**src/rtl/dmem_atomic_ctrl.sv**
```systemverilog
// Data-memory responder: sequences datapath loads/stores onto a single-port RAM and owns the
// LL/SC link register. Optional feature macro: LLSC_EN (link register and snoop handling).
module dmem_atomic_ctrl #(
  parameter int unsigned ADDR_W    = 32,
  parameter int unsigned DATA_W    = 32,
  parameter int unsigned RETRY_MAX = 3
) (
  input  logic              CLK,
  input  logic              nRST,
  input  logic              dmemREN,
  input  logic              dmemWEN,
  input  logic              datomic,
  input  logic [ADDR_W-1:0] dmemaddr,
  input  logic [DATA_W-1:0] dmemstore,
  output logic              dhit,
  output logic [DATA_W-1:0] dmemload,
  output logic              dmem_err,
  output logic              ramREN,
  output logic              ramWEN,
  output logic [ADDR_W-1:0] ramaddr,
  output logic [DATA_W-1:0] ramstore,
  input  logic [DATA_W-1:0] ramload,
  input  logic [1:0]        ramstate,
  input  logic              snoop_valid,
  input  logic [ADDR_W-1:0] snoop_addr
);

  localparam int unsigned RetryW = (RETRY_MAX > 0) ? $clog2(RETRY_MAX + 1) : 1;
  localparam logic [RetryW-1:0] RetryMax = RetryW'(RETRY_MAX);
  localparam logic [1:0] RamAccess = 2'b10;
  localparam logic [1:0] RamError  = 2'b11;
  localparam logic [DATA_W-1:0] ScOk = {{(DATA_W-1){1'b0}}, 1'b1};

  typedef enum logic [1:0] {StIdle, StBusyRd, StBusyWr, StDone} state_e;

  state_e            state_q;
  logic [RetryW-1:0] retry_q;
  logic              link_hit;
  logic              busy;

  assign ramREN   = (state_q == StBusyRd);
  assign ramWEN   = (state_q == StBusyWr);
  assign busy     = ramREN | ramWEN;
  assign ramaddr  = busy ? dmemaddr : '0;
  assign ramstore = busy ? dmemstore : '0;

`ifdef LLSC_EN
  logic              link_valid_q, link_valid_d;
  logic [ADDR_W-1:2] link_addr_q, link_addr_d;
  logic              unused_snoop_lo;

  assign unused_snoop_lo = ^snoop_addr[1:0];
  assign link_hit = link_valid_q && (link_addr_q == dmemaddr[ADDR_W-1:2]);

  // Lowest priority first so later assignments win; snoop is compared against the
  // post-LL address so a same-cycle snoop on the LL word leaves the link invalid.
  always_comb begin
    link_valid_d = link_valid_q;
    link_addr_d  = link_addr_q;
    if (state_q == StBusyRd && ramstate == RamAccess && datomic) begin
      link_valid_d = 1'b1;
      link_addr_d  = dmemaddr[ADDR_W-1:2];
    end
    if (state_q == StBusyWr && ramstate == RamAccess &&
        link_addr_q == dmemaddr[ADDR_W-1:2]) begin
      link_valid_d = 1'b0;
    end
    if (snoop_valid && snoop_addr[ADDR_W-1:2] == link_addr_d) begin
      link_valid_d = 1'b0;
    end
  end

  always_ff @(posedge CLK or negedge nRST) begin
    if (!nRST) begin
      link_valid_q <= 1'b0;
      link_addr_q  <= '0;
    end else begin
      link_valid_q <= link_valid_d;
      link_addr_q  <= link_addr_d;
    end
  end
`else
  logic unused_snoop;

  assign unused_snoop = ^{snoop_valid, snoop_addr};
  // Without a link every SC proceeds to the RAM as a store.
  assign link_hit = 1'b1;
`endif

  always_ff @(posedge CLK or negedge nRST) begin
    if (!nRST) begin
      state_q  <= StIdle;
      retry_q  <= '0;
      dhit     <= 1'b0;
      dmemload <= '0;
      dmem_err <= 1'b0;
    end else begin
      dhit <= 1'b0;
      unique case (state_q)
        StIdle: begin
          if (dmemWEN) begin
            if (datomic && !link_hit) begin
              state_q  <= StDone;
              dhit     <= 1'b1;
              dmemload <= '0;
            end else begin
              state_q <= StBusyWr;
            end
          end else if (dmemREN) begin
            state_q <= StBusyRd;
          end
        end
        StBusyRd, StBusyWr: begin
          if (ramstate == RamAccess) begin
            state_q <= StDone;
            dhit    <= 1'b1;
            retry_q <= '0;
            if (state_q == StBusyRd) begin
              dmemload <= ramload;
            end else if (datomic) begin
              dmemload <= ScOk;
            end
          end else if (ramstate == RamError) begin
            if (retry_q < RetryMax) begin
              retry_q <= retry_q + 1'b1;
            end else begin
              state_q  <= StDone;
              dhit     <= 1'b1;
              dmemload <= '0;
              dmem_err <= 1'b1;
              retry_q  <= '0;
            end
          end
        end
        StDone: state_q <= StIdle;
        default: state_q <= StIdle;
      endcase
    end
  end

endmodule

```
**config.mk**
```make
export PLATFORM = sky130hd
export DESIGN_NAME = dmem_atomic_ctrl
export DESIGN_NICKNAME = d
export VERILOG_FILES = /design/src/rtl/dmem_atomic_ctrl.sv
export SDC_FILE = /design/constraint.sdc
export NUM_CORES = 1
export LEC_CHECK = 0
export BUFFER_PORTS_ARGS = -buffer_cell sky130_fd_sc_hd__buf_2
export CAP_MARGIN = 10
export CORE_AREA = 2 2 93 95
export DETAILED_ROUTE_END_ITERATION = 16
export DIE_AREA = 0 0 95 97
export PLACE_DENSITY_LB_ADDON = 0.08
export RECOVER_POWER = 50
export SYNTH_ARGS = -nofsm -noshare
export SYNTH_HDL_FRONTEND = slang
export SYNTH_SLANG_ARGS = --single-unit
```
**constraint.sdc**
```tcl
create_clock -name CLK -period 5.4 [get_ports CLK]
set_clock_uncertainty 0.2 [all_clocks]
set_input_delay 0.27 -clock CLK [delete_from_list [all_inputs] [get_ports CLK]]
set_output_delay 0.27 -clock CLK [all_outputs]
set_load 0.01 [all_outputs]
```
-- After elaboration in Yosys (flattened, before gate mapping)
Index checks and enable logic that the tools add are counted.
- bits in registers: 38
- bits of input ports: 136
- output and inout bits: 100
- logic and storage cells: 47
- $add $sub $neg: 1
- $lt $le $gt $ge: 1
- equal/unequal tests: 10
- multiplexer cells: 20
- bitwise gates (word level): 3
- reduce and logical (&&, ||, !) cells: 7
- operator list (cell ; number):
    2-to-1 mux 32 bit ; 7
    2-to-1 mux 2 bit ; 8
    inequality test 3 bit, second input constant ; 4
    == test 2 bit, second input constant ; 4
    AND reduction 4 bit ; 2
    case mux 2 bit (3 select lines) ; 1
    2-to-1 mux 1 bit ; 4
    AND reduction 3 bit ; 1
    adder 2 x 1 -> 2 bit, second input constant ; 1
    == test 2 x 1 -> 1 bit, second input constant ; 1
    logical NOT 2 bit ; 1
    less-than comparator 2 bit, second input constant ; 1
    inequality test 2 bit, second input constant ; 1
    NOT 1 bit ; 2
    AND reduction 2 bit ; 1
    nonzero test 2 bit ; 1
    OR reduction 2 bit ; 1
    OR 1 bit ; 1

-- Depth between registers and ports, before layout
Gate-level depths: netlist (run 1).
- depth after elaboration: 5
- depth in mapped cells: 7

-- Worst setup path after synthesis (run 1)
OpenSTA, ideal clock, no wires.
- path kind: register to register
- from: reg state_q[0]
- to: reg dmemload[30]
- arrival time: 1.630 ns
- setup slack: 3.446 ns
- stages on the path, launching flop included: 6
- path buffers: 0
- period minus slack after synthesis: 1.954 ns
- cells stage by stage: dfrtp_1 -> inv_1 -> ha_1 -> nand2_2 -> nor3b_4 -> mux2_2
- word-level cells in the longest chain between the ends: 3
- elaborated cells on any way between the ends: 7
- classes of those cells: eq/ne (3); mux (2); reduce/logical (2)
- ends and longest elaborated chain (item ; line ; source):
    start, declared ; 36 ; state_e state_q;
    start signal, assigned ; 92 ; state_q <= StIdle;
    start signal, assigned ; 103 ; state_q <= StDone;
    start signal, assigned ; 107 ; state_q <= StBusyWr;
    == test 2 x 1 -> 1 bit or == test 2 bit (tied branches) ; 99, 118 ;
    inequality test 3 bit (no line), or another cell as far along ; -- ;
    AND reduction 4 bit (no line) or 2-to-1 mux 32 bit (tied branches) ; -- ;
    end signal, assigned ; 119 ; dmemload <= ramload;
    end signal, assigned ; 121 ; dmemload <= ScOk;
    end, declared ; 16 ; output logic [DATA_W-1:0] dmemload,
Several ways; a longest one is shown, not always the timed one.
A chain may end at the register's enable or synchronous reset.

-- Final worst setup path (run 1)
- from: reg state_q[0]
- to: out ramstore[23]
- word-level cells in the longest chain between the ends: 3
- elaborated cells on any way between the ends: 4
- classes of those cells: eq/ne (2); mux (1); bitwise (1)
- ends and longest elaborated chain (item ; line ; source):
    == test 2 x 1 -> 1 bit or == test 2 bit (tied branches) ; 41, 42 ;
    OR 1 bit * ; 43 ; assign busy = ramREN | ramWEN;
    2-to-1 mux 32 bit * ; 45 ; assign ramstore = busy ? dmemstore : '0;
    end, declared ; 21 ; output logic [DATA_W-1:0] ramstore,
Mark *: on every way between the ends. The rest lies on a longest branch, timed or not.

==> flow_summary.ini, run 1 <==
[synth]
ys_warn_count = 0
ys_ff_latch = 38
synth_top_family_by_area = simple AND/OR/NAND/NOR gates
synth_xor_xnor_area_share_pct = 0
muxShareOfSynthArea_pct = 1.95
syn-mean-instance-area_um2 = 8.78
synthAdderAreaFrac_pct = 3.55
yosysSeqAreaShare_pct = 44.9
syn_area_mm2 = 0.00212
synth_compound_area_share_pct = 9.40
yosysUniqueCellTypes = 28
syn_nets = 383
synthSimpleGateAreaFrac_pct = 30.4
syn-instance-count = 241

[cells_and_area]
fillers = 889
num_antenna_cells = 0
nNetsFinal = 580
final_core_util_pct = 39.8
final_cells = 542
synthToLayoutAreaGrowth_pct = 53.0
drive_gt1_share_pct = 39.8

[die]
die_h_um = 97
dieWidth_um = 95
fp.dieArea_mm2 = 0.00922
design.core.area_mm2 = 0.00813
row_count = 33
initial_core_util_pct = 26.0
ios = 236

[routing]
num_vias = 2259
wl_met2_um = 3350
drc = 0
vias_per_cell = 4.17
drt_first_pass_iters = 4
wl_met1_um = 2620
antenna_left = 0
wl_met3_um = 520
highest_layer = met4
wl_um = 6560
drt_iter0_drc = 66
wl_per_cell_um = 12.1

[grt]
grt_max_degree = 69
grt_usage_pct = 13.7
antenna_found_initial = 0
overflow = 0
grt_pass1_vias = 2082
grt_pass1_wl_um = 10000

[placement]
io_buffers = 202
gp_congestion = 0.738
dp_cells = 534
place_hpwl_um = 5010

[setup_path]
cp.required_ps = 4930
cp_max_fo = 68
r2r-end = state_q[1]
path_cells = inv_1 > ha_1 > clkbuf_1 > and2_1 > buf_2
start_kind = flip-flop
max_stage_delay_ps = 1320
rr_startpoint = state_q[0]
rrSetupSlack_ps = 2440
startpoint = state_q[0]
criticalPathCategory = flip-flop to primary output
worst-r2r-cell-count = 5
crit_path_end_kind = primary output
cp.buffers_inverters = 3
critPathTopFamily = buffers and inverters
arrival_ps = 2820
cp_slowest_cell = clkbuf_1

[pwr]
power_density_mw_per_mm2 = 514
p_total_mw = 1.66
ir_worst_vdd_v = 0.000242
p_leak_nw = 1.73

[timing]
fin_crit_sh_pct = 60.8
fmax_mhz = 304
report.final.slew_viol_count = 108
tightest_slew_ps = 2080
min_period_ps = 3290
finalSetupViolCount = 0
finalHoldViolations = 0
slew_headroom_pct = -38.7
tns_ps = 0
rsz0062_at_grt = false

[clock_network]
cts.sinks = 38
post_cts_resized = 0
path_clk_slew_ps = 70
cts_made_buffers = 5
cts_root_buf = clkbuf_8
insertion_delay_ps = 270
cts-htree-levels = 2
cts_buffer_depth = 2
cts_tree = yes

[hold_path]
whs_path_depth = 3
min_path_type = input port to flip-flop
min_to = dmemload[18]
worstHoldStart = ramload[18]

[outcome]
violations = capacitance limit, slew limit
status = finished with violations

[run]
max-cap-violations = 2
state kept, by name (all words and copies together), names as in the netlist:
signal,count
dmemload,32
state_q,2
dmem_err,1
dhit,1
retry_q,2
worst max-delay path by stage:
stage	end	cells past startpoint	slack [ps]
final	ramstore[23]	5	2110
after global routing	ramaddr[20]	5	1690
after CTS	dmemload[11]	5	3060
after detailed placement	dmemload[21]	5	3060
after global placement	dmemload[11]	5	3090
after floorplan	dmemload[30]	5	3450
synth_stat cells:
cell type	count	share of area (%)
a22oi_1	1	0.35
a41o_1	1	0.47
nor2b_1	1	0.30
nor3b_1	1	0.35
o22a_1	1	0.41
mux2i_1	3	1.4
nand2_1	4	0.71
nand3_1	30	7.1
o21ai_0	25	5.9
nand2_2	1	0.30
buf_6	3	1.6
a21o_1	1	0.35
mux2_2	1	0.53
and2_1	64	19
ha_1	6	3.5
nor3b_4	1	0.89
o21ai_1	7	1.7
clkbuf_1	10	1.8
and4b_1	1	0.47
inv_1	32	5.7
nor2_1	1	0.18
nor3_1	2	0.47
dfrtp_1	38	45
clkbuf_2	2	0.47
and3b_1	1	0.41
nand2b_1	1	0.30
a21oi_1	1	0.24
buf_2	1	0.24
placed cells by master (no fill, tap or decap), types with 2 or more instances in the layout:
master | netlist | routed
and2_1 | 64 | 64
buf_2 | 1 | 165
clkbuf_1 | 10 | 38
clkbuf_8 | 0 | 6
dfrtp_1 | 38 | 38
dlygate4sd3_1 | 0 | 2
ha_1 | 6 | 6
inv_1 | 32 | 32
mux2i_1 | 3 | 3
nand2_1 | 4 | 5
nand3_1 | 30 | 30
nor3_1 | 2 | 2
o21ai_0 | 25 | 28
o21ai_1 | 7 | 4
layout make-up:
type	count	area (um2)	share of cell area, %
Clock buffer	6	82.6	2.55
Inverter	32	120	3.71
Multi-Input combinational cell	155	956	29.5
Sequential cell	38	951	29.4
Tap cell	105	131	4.06
Timing Repair Buffer	206	996	30.8
report_power, final:
group / internal [mW] / switching [mW] / leakage, nW
clock: 0.0985 / 0.0919 / 0.0431
sequential: 0.372 / 0.0435 / 0.514
combinational: 0.443 / 0.615 / 1.17
total: 0.914 / 0.750 / 1.73
per-stage QoR:
stage / hold slack [ps] / setup WS [ps] / cell area (um2)
after floorplan: -226 / 3450 / 2120
after global placement: 248 / 3090 / 3190
after detailed placement: 249 / 3060 / 3190
after CTS: 2.07 / 3060 / 3290
after global routing: 9.14 / 1690 / 3240
final: 10.5 / 2110 / 3240
cells by family after synthesis:
logic type | after synthesis
AND/OR/NAND/NOR | 108
buffers and inverters | 48
flip-flops | 38
AO/OA/AOI/OAI | 37
adder cells (fa/ha/maj) | 6
multiplexers | 4
per-layer routing:
metal | up-vias | track usage (%)
met1 | 987 | 15.5
met2 | 110 | 25.2
met3 | 6 | 3.12
met5 | - | 0
li1 | 1156 | -
met4 | 0 | 3.68
what timing repair did:
item / in CTS / in global routing
hold endpoints to repair: 39 / 0
hold buffers: 2 / 0
buffers inserted: 0 / 0
worst reg2reg max path: cells and delay by family, from the launching register on:
family	cells	cell delay [ps]
adders and majority gates	1	310
buffers and inverters	2	1420
DFF	1	370
muxes	1	200
AOI/OAI and AO/OA	1	340
(Power assumes the default switching activity.)
==> inputs of run 2 (changes only) <==
ABC_AREA = 1   (was not set)
CORE_AREA = not set   (was 2 2 93 95)
CORE_MARGIN = 1   (was not set)
CORE_UTILIZATION = 30   (was not set)
DIE_AREA = not set   (was 0 0 95 97)
clock period = 3.11 ns   (was 5.4 ns; I/O delays follow)
==> run 2 against run 1 <==
The flow now finishes without violations. Highest routed layer unchanged. Clock power grew 88%. Sequential power is 61% higher. Die area down 6.0%. First-iteration DRC count fell by 1.5%. Non-clock buffer count is 16 higher. Routed wire length up 26%. Clock-buffer cell count unchanged. Largest cell class unchanged. Register-to-register slack lost 1800 ps. Critical path depth rose by 1. Total power grew 76%. Sequential share of layout area fell by 3.7 points. Cell count is 30% higher.
==> flow_summary.ini, run 2 <==
[outcome]
status = complete, no violations

[run]
max-cap-violations = 0

[grt]
antenna_found_initial = 0
grt_pass1_vias = 2930
grt_usage_pct = 19.1
overflow = 0
grt_max_degree = 69
grt_pass1_wl_um = 13200

[setup_path]
worst-r2r-cell-count = 6
crit_path_end_kind = flip-flop
cp_max_fo = 33
cp.required_ps = 3130
criticalPathCategory = flip-flop to flip-flop
start_kind = flip-flop
arrival_ps = 2470

[cells_and_area]
num_antenna_cells = 0
finish.instance_area_mm2 = 0.00370
synthToLayoutAreaGrowth_pct = 48.9
largestRegisters = dmemload: 32 flops, retry_q: 2 flops, state_q: 2 flops
nNetsFinal = 744
layout_common_cells = 178 x nand2_1, 159 x buf_2, 69 x inv_1, 43 x clkbuf_1, 38 x dfrtp_1
fillers = 868
regMostFlops = dmemload
largest_register_ff_count = 32
drive_gt1_share_pct = 29.9
final_core_util_pct = 47.0
final_cells = 705
final_common_cell = nand2_1

[timing]
tns_ps = 0
fin_crit_sh_pct = 78.9
fmax_mhz = 407
report.final.slew_viol_count = 0
tightest_slew_ps = 1360
finalSetupViolCount = 0
rsz0062_at_grt = false
min_period_ps = 2450
finalHoldViolations = 0
slew_headroom_pct = 9.07

[die]
ios = 236
dieWidth_um = 93.1
initial_core_util_pct = 31.6
die_h_um = 93.1
row_count = 32
design.core.area_mm2 = 0.00789
fp.dieArea_mm2 = 0.00866

[routing]
vias_per_cell = 4.27
wl_per_cell_um = 11.7
wl_um = 8240
antenna_left = 0
drc = 0
drt_iter0_drc = 65
drt_first_pass_iters = 4
num_vias = 3013

[clock_network]
cts_root_buf = clkbuf_8
cts.sinks = 38
cts_tree = yes
cts-htree-levels = 2
insertion_delay_ps = 280
cts_buffer_depth = 2
cts_made_buffers = 5
cts_setup_buffers = 0
path_clk_slew_ps = 70
post_cts_resized = 0

[placement]
dp_cells = 681
place_area_mm2 = 0.00351
place_hpwl_um = 5920
gp_congestion = 0.862
io_buffers = 202

[synth]
syn_area_mm2 = 0.00249
synth_top_area_share_pct = 38.2
synth_ff_type = dfrtp_1
yosysUniqueCellTypes = 17
yosys-top-cells-area = dfrtp_1 38%, nand2_1 27%, inv_1 10%
synth_edf_count = 0
synth_top_area_cell = dfrtp_1
yosysSeqAreaShare_pct = 38.2
synth_most_common_cell = nand2_1
syn-instance-count = 395
syn_nets = 537
netlist_top_cells_count = 178 x nand2_1, 69 x inv_1, 38 x dfrtp_1
synthArstFlopShare_pct = 100
syn-mean-instance-area_um2 = 6.30
ys_warn_count = 0
ys_ff_latch = 38

[pwr]
power_density_mw_per_mm2 = 792
ir_worst_vdd_v = 0.000544
p_leak_nw = 2.51

[hold_path]
whs_path_depth = 5
min_path_type = input port to flip-flop
==> run 2: worst paths after layout <==
kind                                  start      endpoint  slack (ps)
max in group asynchronous              nRST  dmemload[21]        1840
worst min register to register  dmemload[0]   dmemload[0]         280
worst max register to register   state_q[0]  dmemload[16]         660
min in group asynchronous              nRST  dmemload[13]         330
worst min-delay path            ramload[13]  dmemload[13]           6
worst max-delay path             state_q[0]  dmemload[16]         660
==> run 2: repair_timing <==
item | CTS | global route
hold buffers | 16 | 0
endpoints found under the setup margin | 0 | 0
endpoints found under the hold margin | 54 | 0
==> run 2: cell families after synthesis <==
group                      share of synthesized area [%]
AOI/OAI and AO/OA                                  0.905
buffers and inverters                               16.8
and+or+nand+nor                                     41.0
DFF                                                 38.2
adders and majority gates                           3.02
==> run 2: cell type report <==
class | count | area (um2) | area share [%]
Clock inverter | 2 | 12.5 | 0.338
Multi-Input combinational cell | 263 | 1120 | 30.1
Tap cell | 102 | 128 | 3.44
Clock buffer | 6 | 82.6 | 2.23
Timing Repair Buffer | 222 | 1140 | 30.9
Sequential cell | 38 | 951 | 25.7
Inverter | 72 | 270 | 7.29
==> run 2: critical path, cell delays in order (launching register included) <==
cell and delay [ps]:
dfrtp_1 400, inv_1 100, ha_2 340, inv_2 30, nor2_2 1020, nand3_1 170, nand2_1 110
==> run 2: power breakdown <==
part	total, mW	switching, mW	internal [mW]
sequential	0.671	0.0640	0.607
combinational	1.90	1.25	0.658
clock	0.357	0.179	0.178
total	2.93	1.49	1.44
==> run 2: metal layers <==
layer	vias to the layer above	global-route usage, %	part of all wire (%)
met3	10	3.90	6.2
li1	1549	-	-
met2	117	35.2	50
met5	-	0	0
met1	1337	22.4	42
met4	0	4.62	1.4
==> run 2: stage by stage <==
step	hold WS [ps]	setup slack [ps]	total power, mW
5_1_grt	19.1	428	3.24
3_5_place_dp	119	730	2.63
6_report	6.11	655	2.93
4_1_cts	0.918	675	3.02
3_3_place_gp	140	767	2.62
2_1_floorplan	-340	1400	1.97
